### config.mk
export PLATFORM = sky130hd
export DESIGN_NAME = sdc_supervisor
export DESIGN_NICKNAME = d
export VERILOG_FILES = /design/src/rtl/sdc_supervisor.sv
export SDC_FILE = /design/constraint.sdc
export NUM_CORES = 1
export LEC_CHECK = 0
export BUFFER_PORTS_ARGS = -buffer_cell sky130_fd_sc_hd__buf_2
export CAP_MARGIN = 20
export CORE_MARGIN = 4
export CORE_UTILIZATION = 62
export DETAILED_ROUTE_END_ITERATION = 6
export PLACE_DENSITY = 0.83
export SYNTH_ARGS = -nofsm -noshare
export SYNTH_HDL_FRONTEND = slang
export SYNTH_SLANG_ARGS = --single-unit
### constraint.sdc
create_clock -name Clock -period 4.2 [get_ports Clock]
set_input_delay 0.42 -clock Clock [delete_from_list [all_inputs] [get_ports Clock]]
set_output_delay 0.42 -clock Clock [all_outputs]
set_load 0.02 [all_outputs]
### src/rtl/sdc_supervisor.sv
// ============================================================================
// sdc_supervisor : shutdown-circuit supervisor (sync, debounce, watchdog, FSM)
// Optional watchdog monitor: define SDC_WATCHDOG_EN.        Revision 1.0
// ============================================================================
`default_nettype none

module sdc_supervisor #(
    parameter int N_LOOPS           = 4,
    parameter int DEBOUNCE_CYCLES   = 16,
    parameter int WD_TIMEOUT_CYCLES = 50000
) (
    input  logic               Clock,
    input  logic               Power_on_Reset_n,
    input  logic               AS_close_SDC,
    input  logic               AS_driving_mode,
    input  logic               TS_Activation_Button_cockpit,
    input  logic               TS_Activation_Button_external,
    input  logic               Watchdog,
    input  logic [N_LOOPS-1:0] Shutdown_loop,
    output logic               To_SDC_relais,
    output logic               SDC_is_Ready,
    output logic [1:0]         SDC_state,
    output logic [N_LOOPS+1:0] Open_cause
);

    localparam int NS  = N_LOOPS + 4;   // loops, cockpit, external, close, mode
    localparam int NF  = N_LOOPS + 2;   // debounced: loops + two buttons
    localparam int CW  = $clog2(DEBOUNCE_CYCLES);
    localparam int WDW = $clog2(WD_TIMEOUT_CYCLES + 1);

    typedef enum logic [1:0] {
        ST_OPEN    = 2'd0,
        ST_READY   = 2'd1,
        ST_CLOSED  = 2'd2,
        ST_TRIPPED = 2'd3
    } state_t;

    // Reset asserts asynchronously, releases on the clock.
    logic [1:0] r_rst_sync;
    logic       w_rst_n;

    always_ff @(posedge Clock or negedge Power_on_Reset_n) begin
        if (!Power_on_Reset_n) r_rst_sync <= 2'b00;
        else                   r_rst_sync <= {r_rst_sync[0], 1'b1};
    end
    assign w_rst_n = r_rst_sync[1];

    logic [NS-1:0] w_raw;
    logic [NS-1:0] r_s1;
    logic [NS-1:0] r_s2;

    assign w_raw = {AS_driving_mode, AS_close_SDC, TS_Activation_Button_external,
                    TS_Activation_Button_cockpit, Shutdown_loop};

    always_ff @(posedge Clock or negedge w_rst_n) begin
        if (!w_rst_n) begin
            r_s1 <= '0;
            r_s2 <= '0;
        end else begin
            r_s1 <= w_raw;
            r_s2 <= r_s1;
        end
    end

    logic [NF-1:0] w_filt;

    generate
        for (genvar i = 0; i < NF; i++) begin : g_filt
            logic [CW-1:0] r_cnt;
            logic          r_f;

            always_ff @(posedge Clock or negedge w_rst_n) begin
                if (!w_rst_n) begin
                    r_cnt <= '0;
                    r_f   <= 1'b0;
                end else if (r_s2[i] == r_f) begin
                    r_cnt <= '0;
                end else if (r_cnt == CW'(DEBOUNCE_CYCLES - 1)) begin
                    r_f   <= r_s2[i];
                    r_cnt <= '0;
                end else begin
                    r_cnt <= r_cnt + CW'(1);
                end
            end
            assign w_filt[i] = r_f;
        end
    endgenerate

    logic w_wd_ok;

`ifdef SDC_WATCHDOG_EN
    logic [2:0]     r_wd_sh;    // [1:0] synchroniser, [2] previous synchronised level
    logic [WDW-1:0] r_wd_cnt;
    logic           r_wd_ok;

    always_ff @(posedge Clock or negedge w_rst_n) begin
        if (!w_rst_n) begin
            r_wd_sh  <= '0;
            r_wd_cnt <= '0;
            r_wd_ok  <= 1'b0;
        end else begin
            r_wd_sh <= {r_wd_sh[1:0], Watchdog};
            if (r_wd_sh[2] != r_wd_sh[1]) begin
                r_wd_cnt <= '0;
                r_wd_ok  <= 1'b1;
            end else if (r_wd_cnt != WDW'(WD_TIMEOUT_CYCLES)) begin
                r_wd_cnt <= r_wd_cnt + WDW'(1);
                if (r_wd_cnt == WDW'(WD_TIMEOUT_CYCLES - 1)) r_wd_ok <= 1'b0;
            end
        end
    end
    assign w_wd_ok = r_wd_ok;
`else
    logic w_unused_wd;
    assign w_unused_wd = Watchdog;
    assign w_wd_ok     = 1'b1;
`endif

    logic [N_LOOPS-1:0] w_loop_f;
    logic               w_loops_ok;
    logic               w_as_close;
    logic               w_mode;
    logic               w_sel;
    logic               w_act;
    logic               r_sel_prev;
    logic               r_mode_prev;

    assign w_loop_f   = w_filt[N_LOOPS-1:0];
    assign w_loops_ok = (&w_loop_f) & w_wd_ok;
    assign w_as_close = r_s2[N_LOOPS+2];
    assign w_mode     = r_s2[N_LOOPS+3];
    assign w_sel      = w_mode ? w_filt[N_LOOPS+1] : w_filt[N_LOOPS];
    // A mode change swaps the button source; that swap must not look like a press.
    assign w_act      = w_sel & ~r_sel_prev & (w_mode == r_mode_prev);

    always_ff @(posedge Clock or negedge w_rst_n) begin
        if (!w_rst_n) begin
            r_sel_prev  <= 1'b0;
            r_mode_prev <= 1'b0;
        end else begin
            r_sel_prev  <= w_sel;
            r_mode_prev <= w_mode;
        end
    end

    state_t             r_state;
    state_t             w_next;
    logic [N_LOOPS+1:0] w_trip_cause;
    logic [N_LOOPS+1:0] r_cause;
    logic               r_relay;
    logic               r_ready;

    // Losing AS_close_SDC is only a fault once the circuit is closed.
    assign w_trip_cause = {(r_state == ST_CLOSED) & ~w_as_close, ~w_wd_ok, ~w_loop_f};

    always_comb begin
        w_next = r_state;
        case (r_state)
            ST_OPEN:    if (w_loops_ok) w_next = ST_READY;
            ST_READY: begin
                if (!w_loops_ok)              w_next = ST_TRIPPED;
                else if (w_act && w_as_close) w_next = ST_CLOSED;
            end
            ST_CLOSED:  if (!w_loops_ok || !w_as_close) w_next = ST_TRIPPED;
            ST_TRIPPED: if (w_loops_ok && !w_as_close && !w_sel) w_next = ST_OPEN;
            default:    w_next = ST_OPEN;
        endcase
    end

    always_ff @(posedge Clock or negedge w_rst_n) begin
        if (!w_rst_n) begin
            r_state <= ST_OPEN;
            r_relay <= 1'b0;
            r_ready <= 1'b0;
            r_cause <= '0;
        end else begin
            r_state <= w_next;
            r_relay <= (w_next == ST_CLOSED);
            r_ready <= (w_next == ST_READY) || (w_next == ST_CLOSED);
            if (w_next == ST_TRIPPED && r_state != ST_TRIPPED)
                r_cause <= w_trip_cause;
            else if (r_state == ST_TRIPPED && w_next == ST_OPEN)
                r_cause <= '0;
        end
    end

    assign To_SDC_relais = r_relay;
    assign SDC_is_Ready  = r_ready;
    assign SDC_state     = r_state;
    assign Open_cause    = r_cause;

endmodule

`default_nettype wire

After elaboration in Yosys (flattened, before gate mapping)
Cells that the tools add are included.
Widths: inputs -> output; s select.
Cells by class
  add/sub/neg operators: 6
  equality and inequality tests: 20
  mux-type cells: 21
  bitwise gates (word level): 12
  reduce and logical (&&, ||, !) cells: 20
Operators with widths (number)
  $mux 4: 12
  $add 4x1->4 const B: 6
  $eq 4x4->1 const B: 6
  $mux 6: 2
  $reduce_and 2->1: 6
  $mux 2: 5
  $eq 2x2->1 const B: 4
  $not 1->1: 8
  $pmux 2 s4: 1
  $eq 1x1->1: 7
  $logic_and 1x1->1: 5
  $eq 2x1->1 const B: 2
  $logic_not 2->1: 2
  $not 4->4: 1
  $reduce_and 4->1: 1
  $and 1x1->1: 3
  $logic_not 1->1: 3
  $logic_or 1x1->1: 2
  $ne 2x2->1 const B: 1
  $reduce_bool 2->1: 1
  $mux 1: 1
Storage, ports and cells
  flip-flop bits (word level): 60
  input port bits: 11
  output and inout bits: 10
  logic and storage cells: 100

Depth between registers and ports, before layout
  depth in word-level cells: 11
  gate-level depth with buffers: 6
  gate-level depth less buffers: 6

Worst setup path before layout
No wires, ideal clock.
  path kind: flip-flop to flip-flop
  from: register r_s2[7]
  to: register r_cause[0], in the netlist Open_cause[0]
  setup time: 0.078 ns
  arrival time: 1.957 ns
  data required time: 4.122 ns
  setup slack: 2.165 ns
  cell stages (with the launch flop): 7
  path buffers: 0
  clock period less this slack: 2.035 ns
  path through: dfrtp_1 > mux2_4 > or4_4 > o311a_1 > ha_1 > mux2i_1 > o2bb2ai_1
On the way
  word-level cells in the longest chain between the ends: 10
  elaborated cells on any way between the ends: 17
  classes of those cells: eq/ne: 2; mux: 6; bitwise: 2; reduce/logical: 7
RTL lines
  from (decl): line 50  | logic [NS-1:0] r_s2;
  from (signal assigned): line 61  | r_s2 <= r_s1;
  $mux 1 (*): line 132  | assign w_sel = w_mode ? w_filt[N_LOOPS+1] : w_filt[N_LOOPS];
  via w_sel: line 123  | logic w_sel;
  $and 1x1->1 (2 in series): line 134  | assign w_act = w_sel & ~r_sel_prev & (w_mode == r_mode_prev);
  $logic_and 1x1->1: line 162  | else if (w_act && w_as_close) w_next = ST_CLOSED;
  $mux 2: line 162
  $mux 2: line 161  | if (!w_loops_ok) w_next = ST_TRIPPED;
  $pmux 2 s4 (*): line 158  | case (r_state)
  via w_next[1]: line 147  | state_t w_next;
  $eq 2x2->1 / $logic_not 2->1 (equally long branches): line 180, 182
  $logic_and 1x1->1, on equally long branches: line 180, 182
  $mux 6 / $reduce_bool 2->1 (equally long branches)
  to (signal assigned): line 181  | r_cause <= w_trip_cause;
  to (decl): line 149  | logic [N_LOOPS+1:0] r_cause;
Mark *: on every way through the listed nets, which the timed path passes. The rest lies on a longest branch.
A chain may end at the register's enable or synchronous reset.

Worst setup path in the final report
Ends and elaborated chain as after synthesis.

==> impl_results.md <==
* Residual DRC at 0
* P&R area growth vs syn at 15.4%
* CP arrival at 2450 ps
* Reg2reg setup slack at 2000 ps
* Fin Hold WS at 193 ps
* Startpoint Class: flop
* Bufs on Longest Clock Path at 2
* Seq cells post-synth at slightly below 60
* Tcrit/Tclk final at 0.525
* Share of post-route cells with drive strength above 1 at 0.222
* ANT cells at 0
* Syn_area_per_cell at roughly 14 µm²
* Crit Path Class: reg -> reg
* Most frequent cells in the layout: dfrtp_1 (58), buf_2 (18), xnor2_1 (12), clkbuf_8 (12), a21oi_1 (10)
* Syn nets at 188
* Number of global-route vias before repair at 1425
* RePlAce Congestion at 0.692
* Max Freq at 454 MHz
* Max cap viols at 0
* CP Capture Type: flop
* DRT Pass-1 Iters at 4
* Placed Cells at 231
* CTS buffer count at 9
* Total gr overflow at 0
* WP data required at 4450 ps
* Util after Layout at 0.769
* Synth cell types at 34
* PD cells at between 400 and 500 nW/µm²
* Synth Warn # at 0
* Die ar. at 4740 µm²
* CP Max Fanout at 4
* Slew Viols, Final at 0
* Clock root buffer: clkbuf_8
* Quantity of gates resized following cts at 0
* CP max-delay cell: or4_4
* Largest stage delay on the critical path at 530 ps
* Clk slew on worst S/H paths at 60 ps
* Tot GR Track Use at 0.194
* RSZ-0062 raised after global routing: no
* Syn Inst Count at 168
* # IOs at 21
* Starting Density at 0.666
* Rows at 21
* Global-route wire length before repair at 6340 µm
* Via count at approximately 1400
* Via-to-Cell Ratio at 5.71
* Hpwl dp at 2620 µm
* Chip width at 68.8 µm
* Initial antenna violation count at 0
* Final setup TNS at 0 ps
* WL/cell at 15.2 µm
* IO buf count at 18
* Commonest non-fill, non-tap cell in the layout: dfrtp_1
* VDD IR max at 0.313 mV
* Endpoints failing hold at 0
* Worst Hold Class: in -> reg
* Die H at 68.8 µm
* Tmin final at between 2000 and 2500 ps
* Ys flop type: dfrtp_1
* Core Area at 3440 µm²
* Layout Nets at 218
* Post-route insts no fill at ~250
* Async set-or-reset flop fraction in the synthesized netlist at 1.00
* Synth Cell Area at 2290 µm²
* Cell Chain, Critical Path: mux2_4 -> or4_4 -> o311a_1 -> ha_1 -> mux2i_1 -> o2bb2ai_1
* Final Setup Violations at 0
* Post-synth EDFFs at 0
* Status: finished clean
* CTS H-tree lvls at 3
* Post-route ant nets at 0
* Clk sink count at 59
* Routed WL at 3800 µm
* Leakage at 1.22 nW
* TritonCTS clock tree: yes
* Largest net degree at the start of global routing at 58
* Power, Total at 1.13 mW
* Clock Latency Late Sink at 330 ps
* Part of the Yosys area used for sequential elements at 0.644
* 1st-iter DRT viols at between 70 and 80
* Setup Skew at 5.23 ps
final timing paths:
kind                                  startpoint            end  depth (start not counted)
worst max register to register           r_s2[7]  Open_cause[0]                          6
max in group asynchronous          r_rst_sync[1]        r_s1[4]                          1
worst max-delay path                     r_s2[7]  Open_cause[0]                          6
min in group asynchronous          r_rst_sync[1]        r_s1[3]                          0
worst min-delay path            Shutdown_loop[0]        r_s1[0]                          1
worst min register to register     r_rst_sync[1]        r_s1[3]                          0
synthesized netlist by cell type, types with 2 or more instances:
cell type / n / area (µm²)
mux2_2: 6 / 67.6
nor3b_1: 4 / 30.0
nand3_1: 7 / 35.0
o2bb2ai_1: 5 / 43.8
ha_1: 9 / 113
dfrtp_1: 59 / 1480
a21oi_1: 10 / 50.1
o21ai_0: 5 / 25.0
nand2_1: 2 / 7.51
conb_1: 2 / 7.51
a311oi_1: 4 / 35.0
nor2b_1: 7 / 43.8
mux2i_1: 3 / 30.0
inv_1: 5 / 18.8
nand4b_1: 5 / 43.8
nor2_1: 6 / 22.5
xnor2_1: 12 / 105
state kept, by name, indices dropped and copies added (netlist names):
name	cells
r_rst_sync	2
SDC_state	2
g_filt.r_f	6
g_filt.r_cnt	24
SDC_is_Ready	1
r_sel_prev	1
r_s2	8
r_mode_prev	1
To_SDC_relais	1
Open_cause	5
r_s1	8
routing by layer:
metal	wire length (µm)	GRT usage	up-vias
met4	72	0.0876	0
met3	224	0.0875	7
met2	1960	0.306	36
met1	1540	0.229	719
met5	0	0	-
li1	-	-	661
stage by stage:
| stage | instance area (µm²) | setup slack [ps] |
|---|---|---|
| global route | 2650 | 1880 |
| detailed placement | 2430 | 2020 |
| finish | 2650 | 2000 |
| CTS | 2630 | 2010 |
| floorplan | 2290 | 2160 |
| global placement | 2430 | 2060 |
area by class of cell:
type / instances / area [µm²]
clock inverters: 2 / 10.0
clock buffers: 14 / 173
inverters: 5 / 18.8
fillers: 215 / 795
repair buffers: 20 / 120
multi-input cells: 103 / 791
flip-flops and latches: 59 / 1480
well taps: 46 / 57.6
critical path, delay by kind of cell, from the launching register on:
family	cells	cell delay [ps]
multiplexers	2	620
AND/OR/NAND/NOR	1	530
flip-flops	1	410
AO/OA/AOI/OAI	2	320
adder cells (fa/ha/maj)	1	250
logic make-up (layout without fill, tap and decap cells):
| kind of cell | after synthesis | count (layout) | synth area share |
|---|---|---|---|
| other | 2 | 2 | 0.00327 |
| adders and majority gates | 9 | 9 | 0.0491 |
| muxes | 10 | 10 | 0.0491 |
| AOI/OAI and AO/OA | 32 | 32 | 0.0949 |
| xor gates and xnor gates | 12 | 12 | 0.0458 |
| buffers and inverters | 6 | 41 | 0.0115 |
| DFF | 59 | 59 | 0.644 |
| and+or+nand+nor | 38 | 38 | 0.103 |
repair_timing:
item,in CTS,in global routing
endpoints found under the setup margin,0,0
setup buffers,0,0
hold endpoints to repair,2,0
hold buffers,1,0
power by group:
group          total [mW]  switching [mW]  internal (mW)
Sequential          0.616          0.0234          0.592
Combinational      0.0508          0.0263         0.0245
Clock               0.459           0.198          0.261
Total                1.13           0.248          0.877
(Power assumes the default switching activity.)
